## src/rtl/multicycle_controller_pkg.sv

```systemverilog
// Shared encodings for the multicycle RISC-V control unit: opcodes, FSM states,
// mux select codes and ALU control codes used by the controller and the datapath.
package multicycle_controller_pkg;

  // Opcodes
  localparam logic [6:0] OP_LOAD  = 7'b0000011;
  localparam logic [6:0] OP_STORE = 7'b0100011;
  localparam logic [6:0] OP_RTYPE = 7'b0110011;
  localparam logic [6:0] OP_ITYPE = 7'b0010011;
  localparam logic [6:0] OP_BEQ   = 7'b1100011;
  localparam logic [6:0] OP_JAL   = 7'b1101111;

  // FSM state encodings (11-15 are unused and recover to FETCH)
  localparam logic [3:0] S_FETCH    = 4'd0;
  localparam logic [3:0] S_DECODE   = 4'd1;
  localparam logic [3:0] S_MEMADR   = 4'd2;
  localparam logic [3:0] S_MEMREAD  = 4'd3;
  localparam logic [3:0] S_MEMWB    = 4'd4;
  localparam logic [3:0] S_MEMWRITE = 4'd5;
  localparam logic [3:0] S_EXECUTER = 4'd6;
  localparam logic [3:0] S_EXECUTEI = 4'd7;
  localparam logic [3:0] S_ALUWB    = 4'd8;
  localparam logic [3:0] S_BEQ      = 4'd9;
  localparam logic [3:0] S_JAL      = 4'd10;

  // Memory address mux
  localparam logic       ADR_PC     = 1'b0;
  localparam logic       ADR_ALUOUT = 1'b1;

  // Result mux
  localparam logic [1:0] RES_ALUOUT    = 2'b00;
  localparam logic [1:0] RES_DATA      = 2'b01;
  localparam logic [1:0] RES_ALURESULT = 2'b10;

  // ALU source A mux
  localparam logic [1:0] SRCA_PC    = 2'b00;
  localparam logic [1:0] SRCA_OLDPC = 2'b01;
  localparam logic [1:0] SRCA_REG   = 2'b10;

  // ALU source B mux
  localparam logic [1:0] SRCB_WDATA = 2'b00;
  localparam logic [1:0] SRCB_IMM   = 2'b01;
  localparam logic [1:0] SRCB_FOUR  = 2'b10;

  // ALU control codes
  localparam logic [2:0] ALU_ADD = 3'b000;
  localparam logic [2:0] ALU_SUB = 3'b001;
  localparam logic [2:0] ALU_AND = 3'b010;
  localparam logic [2:0] ALU_OR  = 3'b011;
  localparam logic [2:0] ALU_SLT = 3'b101;

  // ALU operation class handed from the FSM to the ALU decoder
  localparam logic [1:0] ALUOP_ADD   = 2'b00;
  localparam logic [1:0] ALUOP_SUB   = 2'b01;
  localparam logic [1:0] ALUOP_FUNCT = 2'b10;

  // Immediate formats
  localparam logic [1:0] IMM_I = 2'b00;
  localparam logic [1:0] IMM_S = 2'b01;
  localparam logic [1:0] IMM_B = 2'b10;
  localparam logic [1:0] IMM_J = 2'b11;

  // Moore outputs of one FSM state, before reset masking and branch resolution
  typedef struct packed {
    logic       pc_update;
    logic       branch;
    logic       adr_src;
    logic       mem_write;
    logic       ir_write;
    logic       reg_write;
    logic [1:0] result_src;
    logic [1:0] alu_src_a;
    logic [1:0] alu_src_b;
    logic [1:0] aluop;
  } ctrl_t;

endpackage

```

## src/rtl/multicycle_controller_alu_decoder.sv

```systemverilog
// ALU decoder: turns the FSM's ALU operation class plus instruction fields
// into the 3-bit ALU control code.
module alu_decoder
  import multicycle_controller_pkg::*;
(
  input  logic [1:0] aluop,
  input  logic [2:0] funct3,
  input  logic       op5,
  input  logic       funct7b5,
  output logic [2:0] alu_control
);

  always_comb begin
    // NOTE: assign a default first so every path drives the output and no latch is inferred.
    alu_control = ALU_ADD;
    case (aluop)
      ALUOP_ADD: alu_control = ALU_ADD;
      ALUOP_SUB: alu_control = ALU_SUB;
      ALUOP_FUNCT: begin
        case (funct3)
          // Only R-type (op[5]=1) can encode sub; addi with bit 30 set is still add
          3'b000:  alu_control = (op5 && funct7b5) ? ALU_SUB : ALU_ADD;
          3'b010:  alu_control = ALU_SLT;
          3'b110:  alu_control = ALU_OR;
          3'b111:  alu_control = ALU_AND;
          default: alu_control = ALU_ADD;
        endcase
      end
      default: alu_control = ALU_ADD;
    endcase
  end

endmodule

```

## src/rtl/multicycle_controller.sv

```systemverilog
// Multicycle RISC-V control unit: Moore FSM sequencing the shared datapath,
// immediate-format decode, and the ALU decoder sub-module.
module multicycle_controller
  import multicycle_controller_pkg::*;
(
  input  logic       clk,
  input  logic       rst,
  input  logic [6:0] op,
  input  logic [2:0] funct3,
  input  logic       funct7b5,
  input  logic       zero,
  output logic       pc_write,
  output logic       adr_src,
  output logic       mem_write,
  output logic       ir_write,
  output logic       reg_write,
  output logic [1:0] result_src,
  output logic [1:0] alu_src_a,
  output logic [1:0] alu_src_b,
  output logic [2:0] alu_control,
  output logic [1:0] imm_src,
  output logic [3:0] state
);

  logic [3:0] state_q;
  logic [3:0] state_d;
  ctrl_t      ctrl;

  always_ff @(posedge clk) begin
    // NOTE: sequential state uses non-blocking assignment so every flop samples pre-edge values.
    if (rst) state_q <= S_FETCH;
    else     state_q <= state_d;
  end

  always_comb begin
    state_d = S_FETCH;
    case (state_q)
      S_FETCH: state_d = S_DECODE;
      S_DECODE: begin
        case (op)
          OP_LOAD, OP_STORE: state_d = S_MEMADR;
          OP_RTYPE:          state_d = S_EXECUTER;
          OP_ITYPE:          state_d = S_EXECUTEI;
          OP_BEQ:            state_d = S_BEQ;
          OP_JAL:            state_d = S_JAL;
          default:           state_d = S_FETCH;
        endcase
      end
      S_MEMADR:   state_d = (op == OP_LOAD) ? S_MEMREAD : S_MEMWRITE;
      S_MEMREAD:  state_d = S_MEMWB;
      S_EXECUTER: state_d = S_ALUWB;
      S_EXECUTEI: state_d = S_ALUWB;
      S_JAL:      state_d = S_ALUWB;
      default:    state_d = S_FETCH;
    endcase
  end

  always_comb begin
    ctrl = '0;
    case (state_q)
      S_FETCH: begin
        ctrl.ir_write   = 1'b1;
        ctrl.alu_src_a  = SRCA_PC;
        ctrl.alu_src_b  = SRCB_FOUR;
        ctrl.result_src = RES_ALURESULT;
        ctrl.pc_update  = 1'b1;
        ctrl.aluop      = ALUOP_ADD;
      end
      S_DECODE: begin
        ctrl.alu_src_a = SRCA_OLDPC;
        ctrl.alu_src_b = SRCB_IMM;
        ctrl.aluop     = ALUOP_ADD;
      end
      S_MEMADR: begin
        ctrl.alu_src_a = SRCA_REG;
        ctrl.alu_src_b = SRCB_IMM;
        ctrl.aluop     = ALUOP_ADD;
      end
      S_MEMREAD: ctrl.adr_src = ADR_ALUOUT;
      S_MEMWB: begin
        ctrl.result_src = RES_DATA;
        ctrl.reg_write  = 1'b1;
      end
      S_MEMWRITE: begin
        ctrl.adr_src   = ADR_ALUOUT;
        ctrl.mem_write = 1'b1;
      end
      S_EXECUTER: begin
        ctrl.alu_src_a = SRCA_REG;
        ctrl.alu_src_b = SRCB_WDATA;
        ctrl.aluop     = ALUOP_FUNCT;
      end
      S_EXECUTEI: begin
        ctrl.alu_src_a = SRCA_REG;
        ctrl.alu_src_b = SRCB_IMM;
        ctrl.aluop     = ALUOP_FUNCT;
      end
      S_ALUWB: begin
        ctrl.result_src = RES_ALUOUT;
        ctrl.reg_write  = 1'b1;
      end
      S_BEQ: begin
        ctrl.alu_src_a = SRCA_REG;
        ctrl.alu_src_b = SRCB_WDATA;
        ctrl.aluop     = ALUOP_SUB;
        ctrl.branch    = 1'b1;
      end
      S_JAL: begin
        ctrl.alu_src_a = SRCA_OLDPC;
        ctrl.alu_src_b = SRCB_FOUR;
        ctrl.pc_update = 1'b1;
        ctrl.aluop     = ALUOP_ADD;
      end
      default: ctrl = '0;
    endcase
  end

  always_comb begin
    case (op)
      OP_STORE: imm_src = IMM_S;
      OP_BEQ:   imm_src = IMM_B;
      OP_JAL:   imm_src = IMM_J;
      default:  imm_src = IMM_I;
    endcase
  end

  alu_decoder u_alu_decoder (
    .aluop       (ctrl.aluop),
    .funct3      (funct3),
    .op5         (op[5]),
    .funct7b5    (funct7b5),
    .alu_control (alu_control)
  );

  // Architectural write enables are held off while reset is asserted
  assign pc_write   = ~rst & (ctrl.pc_update | (ctrl.branch & zero));
  assign ir_write   = ~rst & ctrl.ir_write;
  assign mem_write  = ~rst & ctrl.mem_write;
  assign reg_write  = ~rst & ctrl.reg_write;

  assign adr_src    = ctrl.adr_src;
  assign result_src = ctrl.result_src;
  assign alu_src_a  = ctrl.alu_src_a;
  assign alu_src_b  = ctrl.alu_src_b;
  assign state      = state_q;

endmodule

```

## config.mk

```make
export PLATFORM = sky130hd
export DESIGN_NAME = multicycle_controller
export DESIGN_NICKNAME = d
export VERILOG_FILES = /design/src/rtl/multicycle_controller_pkg.sv /design/src/rtl/multicycle_controller_alu_decoder.sv /design/src/rtl/multicycle_controller.sv
export SDC_FILE = /design/constraint.sdc
export NUM_CORES = 1
export LEC_CHECK = 0
export BUFFER_PORTS_ARGS = -buffer_cell sky130_fd_sc_hd__buf_2
export CORE_MARGIN = 2
export CORE_UTILIZATION = 35
export CTS_BUF_LIST = sky130_fd_sc_hd__clkbuf_8
export DETAILED_ROUTE_END_ITERATION = 6
export PLACE_DENSITY = 0.65
export SLEW_MARGIN = 30
export SYNTH_ARGS = -nofsm -noshare
export SYNTH_HDL_FRONTEND = slang
export SYNTH_HIERARCHICAL = 1
export SYNTH_SLANG_ARGS = --single-unit
```

## constraint.sdc

```tcl
create_clock -name clk -period 1.9 [get_ports clk]
set_input_delay 0.38 -clock clk [delete_from_list [all_inputs] [get_ports clk]]
set_output_delay 0.38 -clock clk [all_outputs]
set_load 0.03 [all_outputs]
```

==> results of run 1 <==
==> final timing paths <==
path	from	endpoint	slack, ps
min	rst	state[3]	440
min reg2reg	state[2]	state[3]	710
max reg2reg	state[1]	state[3]	550
max	state[1]	alu_control[1]	-70
==> power by group <==
part	switching [mW]	total, mW	internal [mW]
clock	0.0541	0.193	0.139
combinational	0.0870	0.153	0.0663
sequential	0.00492	0.0888	0.0839
==> cell type report <==
class / count / area share (%)
clock buffers: 3 / 3.61
clock inverters: 1 / 0.329
inverters: 4 / 1.75
multi-input cells: 62 / 54.2
flip-flops and latches: 4 / 8.11
well taps: 17 / 1.86
repair buffers: 52 / 30.1
==> layout by cell type, fill, tap and decap left out, types with 2 or more instances in the layout <==
cell type,count
a21oi_1,5
a21oi_2,2
buf_2,26
buf_4,21
buf_6,5
clkbuf_8,3
dfxtp_4,3
ha_4,2
inv_1,3
nand2_1,8
nand2b_1,3
nand2b_4,3
nor2_1,3
nor2_2,2
nor2_4,4
nor3_1,2
nor3_4,2
==> metrics by stage <==
step	setup slack, ps	std cells	area (um2)	util [%]
6_report	-69.5	143	1140	67.6
4_1_cts	-42.9	140	1060	62.6
5_1_grt	-120	143	1140	67.6
2_1_floorplan	-103	80	693	-
3_3_place_gp	74.5	129	873	51.7
3_5_place_dp	49.5	129	873	51.7
==> cells by family after synthesis <==
logic type / count (synthesis) / synth area share [%]
AO/OA/AOI/OAI: 16 / 20.7
adder cells (fa/ha/maj): 2 / 4.02
AND/OR/NAND/NOR: 42 / 45.7
buffers and inverters: 14 / 13.9
flip-flops: 4 / 12.9
XOR/XNOR: 2 / 2.82
==> critical path: stages, from the launching register on <==
cell	delay [ps]
dfxtp_4	350
inv_6	80
nand2_4	60
nor2_4	140
inv_2	60
ha_4	260
and4b_2	280
buf_6	130
==> repair_timing <==
item                                    CTS  global route
resized for setup                        25            17
pin swaps                                 4             5
hold endpoints to repair                  0             0
buffers inserted                          7             3
endpoints found under the setup margin    4             8
==> per-layer routing <==
layer  global-route usage (%)  wire length [um]  vias to the layer above
met3                     3.92               106                        6
li1                         -                 -                      371
met2                     31.7              1090                       29
met4                     8.57                40                        0
met5                        0                 0                        -
met1                     21.3               814                      369
==> parameters.txt, run 1 <==
Parameter                              Value

Run status
  Outcome    finished with violations
  Violations in the final reports    negative setup slack

Final layout
  Filler Cells Inserted    130
  Nets    ~140
  Flip-flop count of the largest register after layout    4
  Diodes inserted    0
  Growth of design area from synthesis to finish    83.7%
  Area of the multi-input gates    619 um2
  Fraction of final layout cells with drive strength greater than 1    71.4%
  Area used by sequential logic in the layout    92.6 um2

Timing
  RSZ-0062 raised after global routing    yes
  Time the final worst path needs with I/O delays and setup    1970 ps
  Least-Margin Pin Slew    302 ps
  Highest achievable clock rate    0.508 GHz
  Max Slew Vio Count    0
  Min setup slack post-route    -69.5 ps
  Share of the clock period used by the worst path after layout    104%
  Relative slew margins    79.8%
  Total Neg Setup Slack    -142 ps
  Worst clock skew    4.06 ps
  Final setup violation count    3
  Tightest hold margin    437 ps
  Final Hold Violating Endpoints    0

Synthesis
  Average cell area after synthesis    7.77 um2
  Count of cell types in the netlist    37
  Synth Cell Area    approximately 620 um2
  Sequential cell area fraction in the yosys report    12.9%
  Post-synth top area cell    dfxtp_1
  Count of flip-flops with a built-in enable after synthesis    0
  Share of the synthesized area in the top cell type    12.9%
  Post-synthesis net count    96
  Top_reg_cell synth    dfxtp_1
  Top post-synthesis cells by area    dfxtp_1 (13%), buf_4 (7.2%), nand2_1 (5.4%)
  Ys async rst share    0%
  Total of flip-flops plus latches after synthesis    4
  Cells after Synth    80
  Most instantiated cells after synthesis    nand2_1 (9), nor2_1 (9), a21oi_1 (6), buf_4 (6), nand2b_1 (5)
  Synth warn    6

Worst setup path
  Worst reg2reg path depth    6
  Required time at the worst-slack endpoint    1520 ps
  Largest fanout on the critical path    4
  Startpoint type of the worst setup path    register
  Critical setup path kind    register to primary output
  Arrival time of the worst setup path    1590 ps
  Worst Setup End Kind    primary output

Hold path
  Path category of the worst min-delay check    primary input to register
  Worst Hold Path Cells    2

Clock tree
  Clock tree root driver cell    clkbuf_8
  Number of buffers inserted by hold repair at cts    0
  Number of clock buffers inserted by TritonCTS    3
  Clock-pin slew of the registers on the worst-case setup and hold paths    30 ps
  CTS tree    done
  TritonCTS Sinks    4
  Total number of H-tree levels    1
  CTS Buffer Depth    2
  Insertion delay of the later-clocked pin in the worst-skew pair    around 230 ps

Global route
  Total routing usage reported by global routing    18.4%
  Initial antenna violation count    0
  Global route total overflow    0
  Maximum number of pins on one net before global-route repair    13
  Global-route wire length before repair    roughly 2.8 mm
  Via count of the first global-routing pass    between 600 and 700

Drt
  Number of design-rule violations left by the first detailed-router iteration    8
  DRC violations left    0
  Total Routed Length    just over 2 mm
  TritonRoute pass-1 iters    4
  Post-DR vias/cell    5.42
  Mean routed wirelength per cell    14.3 um
  Post-route antenna net violation count    0
  Routed via count    775

Floorplanning
  Die Height    46.2 um
  Core Box Area    ~1700 um2
  Total Die Area    roughly 2100 um2
  Placement Rows    15
  Chip Width    approximately 46 um
  Initial cell density of the core    36.8%
  Io pins    34

Power and ir drop
  Peak supply drop    450 uV
  Static Leakage    approximately 0.50 nW
  Total Power Consumption    0.435 mW
  PD cells    381 nW/um2

Flow run
  Number of maximum-capacitance constraint violations    0

Placement
  Placer congestion estimate    0.782
  DP Wirelength    1.28 mm
  Buffers added on ports    33
(Power assumes the default switching activity.)
==> run 2, diff against run 1 <==
PLACE_DENSITY = 0.68   (was 0.65)
SYNTH_HIERARCHICAL = unset   (was 1)
==> run 2 against run 1 <==
The run still ends with negative setup slack left. Global-route usage up 0.57 points. First-iteration DRC count down 63%. Count of clock-buffer cells in the layout unchanged. Clock power down 5%. Synthesized cell count down 7.5%. Worst setup slack better by 17 ps. Fmax up 0.87%. Flip-flop and latch count unchanged. Critical path type unchanged. Critical endpoint is now alu_control[0]. Largest cell class unchanged. Largest power group unchanged.
==> parameters.txt, run 2 <==
Parameter                              Value

Worst setup path
  Startpoint type of the worst setup path    register
  Critical setup path kind    register to primary output
  Reg-to-reg endpoint    state[3]
  Cell breakdown of the critical path    nor2b_4, nand3b_1, ha_4, buf_6, a21oi_4, buf_6
  Largest fanout on the critical path    3 (-1)
  Max stage delay on crit path    360 ps (about the same)
  Reg-to-reg slack, setup    120 ps (-430 ps)
  CP delay by family, top    flip-flops
  Total stage count of the critical path    6 (-1)
  Cell repeated most along the worst path    buf_6
  Beginning of the worst register-to-register path    state[1]
  Worst Setup End Kind    primary output
  Number of buffers and inverters on the critical path    2 (-1)
  Required time at the worst-slack endpoint    1520 ps (about the same)
  Arrival time of the worst setup path    1570 ps (-20 ps)
  Worst reg2reg path depth    4 (-2)
  Crit-path slowest cell    dfxtp_2

Final layout
  Fraction of final layout cells with drive strength greater than 1    57.0% (-14 points)
  Nets    132 (-7.7%)
  Growth of design area from synthesis to finish    78.5%
  Commonest non-fill, non-tap cell in the layout    buf_2
  Diodes inserted    0 (unchanged)
  Flip-flop count of the largest register after layout    4 (unchanged)
  Non-filler cells, final    129 (-9.8%)
  Commonest cells after routing, fill and taps aside    buf_2 (27), buf_4 (10)
  Util after Layout    69.3% (+1.7 points)

Clock tree
  Clock tree root driver cell    clkbuf_8
  Number of clock buffers inserted by TritonCTS    3 (unchanged)
  CTS tree    done
  TritonCTS Sinks    4 (unchanged)
  Insertion delay of the later-clocked pin in the worst-skew pair    220 ps (about the same)
  CTS Buffer Depth    2 (unchanged)
  Total number of H-tree levels    1 (unchanged)
  Number of buffers inserted by hold repair at cts    0 (unchanged)
  Clock-pin slew of the registers on the worst-case setup and hold paths    30 ps (about the same)

Synthesis
  Most instantiated cells after synthesis    a21oi_1 (6), inv_1 (6), nand2_1 (6)
  Post-synth top area cell    dfxtp_1
  Count of flip-flops with a built-in enable after synthesis    0 (unchanged)
  Total of flip-flops plus latches after synthesis    4 (unchanged)
  Share of the synthesized area in the top cell type    15.5% (+2.6 points)
  Synth Cell Area    518 um2 (-17%)
  Post-synthesis net count    90 (-6.3%)
  Top post-synthesis cells by area    dfxtp_1 (15%), a21oi_1 (5.8%), nor3b_1 (5.8%)
  Count of cell types in the netlist    34 (-8.1%)
  Average cell area after synthesis    7.00 um2 (-9.9%)
  Synth warn    0 (-6)
  Cells after Synth    74 (-7.5%)
  Top_reg_cell synth    dfxtp_1
  Ys async rst share    0% (unchanged)
  Sequential cell area fraction in the yosys report    15.5% (+2.6 points)

Timing
  Worst clock skew    1.61 ps (-2.45 ps)
  Relative slew margins    66.9% (-13 points)
  Min setup slack post-route    -52.6 ps (+16.9 ps)
  Max Slew Vio Count    0 (unchanged)
  Total Neg Setup Slack    -96.7 ps (+45.6 ps)
  Highest achievable clock rate    0.512 GHz (+0.87%)
  Final setup violation count    3 (unchanged)
  Tightest hold margin    423 ps (-14.2 ps)
  Final Hold Violating Endpoints    0 (unchanged)
  RSZ-0062 raised after global routing    yes
  Time the final worst path needs with I/O delays and setup    1950 ps (-16.9 ps)
  Least-Margin Pin Slew    490 ps (+188 ps)
  Share of the clock period used by the worst path after layout    103% (-0.89 points)

Global route
  Maximum number of pins on one net before global-route repair    15 (+2)
  Total routing usage reported by global routing    18.9% (+0.57 points)
  Global route total overflow    0 (unchanged)
  Via count of the first global-routing pass    589 (-15%)
  Initial antenna violation count    0 (unchanged)
  Global-route wire length before repair    2.62 mm (-6.4%)

Floorplanning
  Chip Width    42.5 um (-8.0%)
  Placement Rows    13 (-2)
  Io pins    34 (unchanged)
  Initial cell density of the core    38.8% (+2.0 points)
  Core Box Area    1330 um2 (-21%)
  Die Height    42.5 um (-8.0%)
  Total Die Area    1800 um2 (-15%)

Drt
  DRC violations left    0 (unchanged)
  Total Routed Length    1.70 mm (-17%)
  Post-DR vias/cell    5.33 (-1.7%)
  Mean routed wirelength per cell    13.2 um (-8.0%)
  TritonRoute pass-1 iters    3 (-1)
  Number of design-rule violations left by the first detailed-router iteration    3 (-5)
  Post-route antenna net violation count    0 (unchanged)
  Routed via count    687 (-11%)

Power and ir drop
  Total Power Consumption    0.381 mW (-12%)
  Internal power consumption    0.263 mW (-9.0%)
  Net switching share of the total power    30.9% (-2.7 points)
  Part of the total power dissipated in combinational logic    28.7% (-6.6 points)
  Switch Pwr    0.118 mW (-19%)
  Seq pwr share    22.8% (+2.4 points)
  Peak supply drop    290 uV (-35%)
  PD cells    412 nW/um2 (+8.1%)
  Static Leakage    0.435 nW (-13%)
  Fraction of power consumed by the clock network    48.5% (+4.2 points)

Hold path
  Worst Hold End    state[3]
  Startpoint of the tightest hold check path    rst
  Worst Hold Path Cells    2 (unchanged)
  Path category of the worst min-delay check    primary input to register

Placement
  DP Wirelength    1.12 mm (-12%)
  Buffers added on ports    33 (unchanged)
  Placer congestion estimate    0.750 (-4.2%)
  Post-placement cell count    122 (-5.4%)

Flow run
  Number of maximum-capacitance constraint violations    0 (unchanged)

Run status
  Outcome    finished with violations
  Violations in the final reports    negative setup slack
-- run 2: cell count changes in the layout (fill, tap and decap cells not counted), sizes merged, moves of 3 or more --
cell / delta
buf: -12
nand2b: -4
nor2: -5
nor3b: +3
nand2: -3
-- run 2: cell type report --
| type | count | area, um2 |
|---|---|---|
| fill | 115 | 409 |
| sequential | 4 | 86.3 |
| tap | 15 | 18.8 |
| inverter | 6 | 25.0 |
| multi-input combinational | 60 | 502 |
| clock buffer | 3 | 41.3 |
| timing repair buffer | 41 | 251 |
-- run 2: worst register-to-register path: cells and delay by family, from the launching register on --
kind | cells | cell delay [ps]
buf+inv | 1 | 180
simple gates | 2 | 1010
compound gates | 1 | 170
flops | 1 | 350
-- run 2: kinds of logic after synthesis --
logic type                 synth area share, %
AOI/OAI and AO/OA                         18.4
DFF                                       15.5
adders and majority gates                 4.83
xor gates and xnor gates                  5.07
and+or+nand+nor                           48.8
buffers and inverters                     7.49
-- run 2: worst max-delay path by stage --
stage,from,to
floorplan,state[3],alu_control[2]
global placement,state[1],alu_control[0]
detailed placement,state[1],alu_control[0]
CTS,state[3],alu_control[0]
global route,state[3],alu_control[0]
finish,state[3],alu_control[0]
-- run 2: repair_timing --
item | CTS | global route
resized for setup | 11 | 19
pin swaps | 1 | 5
setup buffers | 2 | 2
endpoints found under the setup margin | 3 | 4
-- run 2: metal layers --
| metal | global-route usage (%) | routed length [um] |
|---|---|---|
| met1 | 25.2 | 757 |
| met2 | 28.6 | 834 |
| met3 | 3.88 | 88 |
| met4 | 9.38 | 22 |
| met5 | 0 | 0 |
-- run 2: power groups by stage --
stage	Combinational, mW	Sequential [mW]	Clock [mW]
after floorplan	0.0552	0.0935	0
after global placement	0.100	0.0889	0
after detailed placement	0.101	0.0890	0
after CTS	0.104	0.0879	0.179
after global routing	0.118	0.0869	0.192
final	0.109	0.0869	0.184
-- run 2: per-stage QoR --
stage	instance area [um2]	setup WS, ps
after floorplan	562	-172
after global placement	756	67.7
after detailed placement	756	29.8
after CTS	850	-8.14
after global routing	925	-123
final	925	-52.6
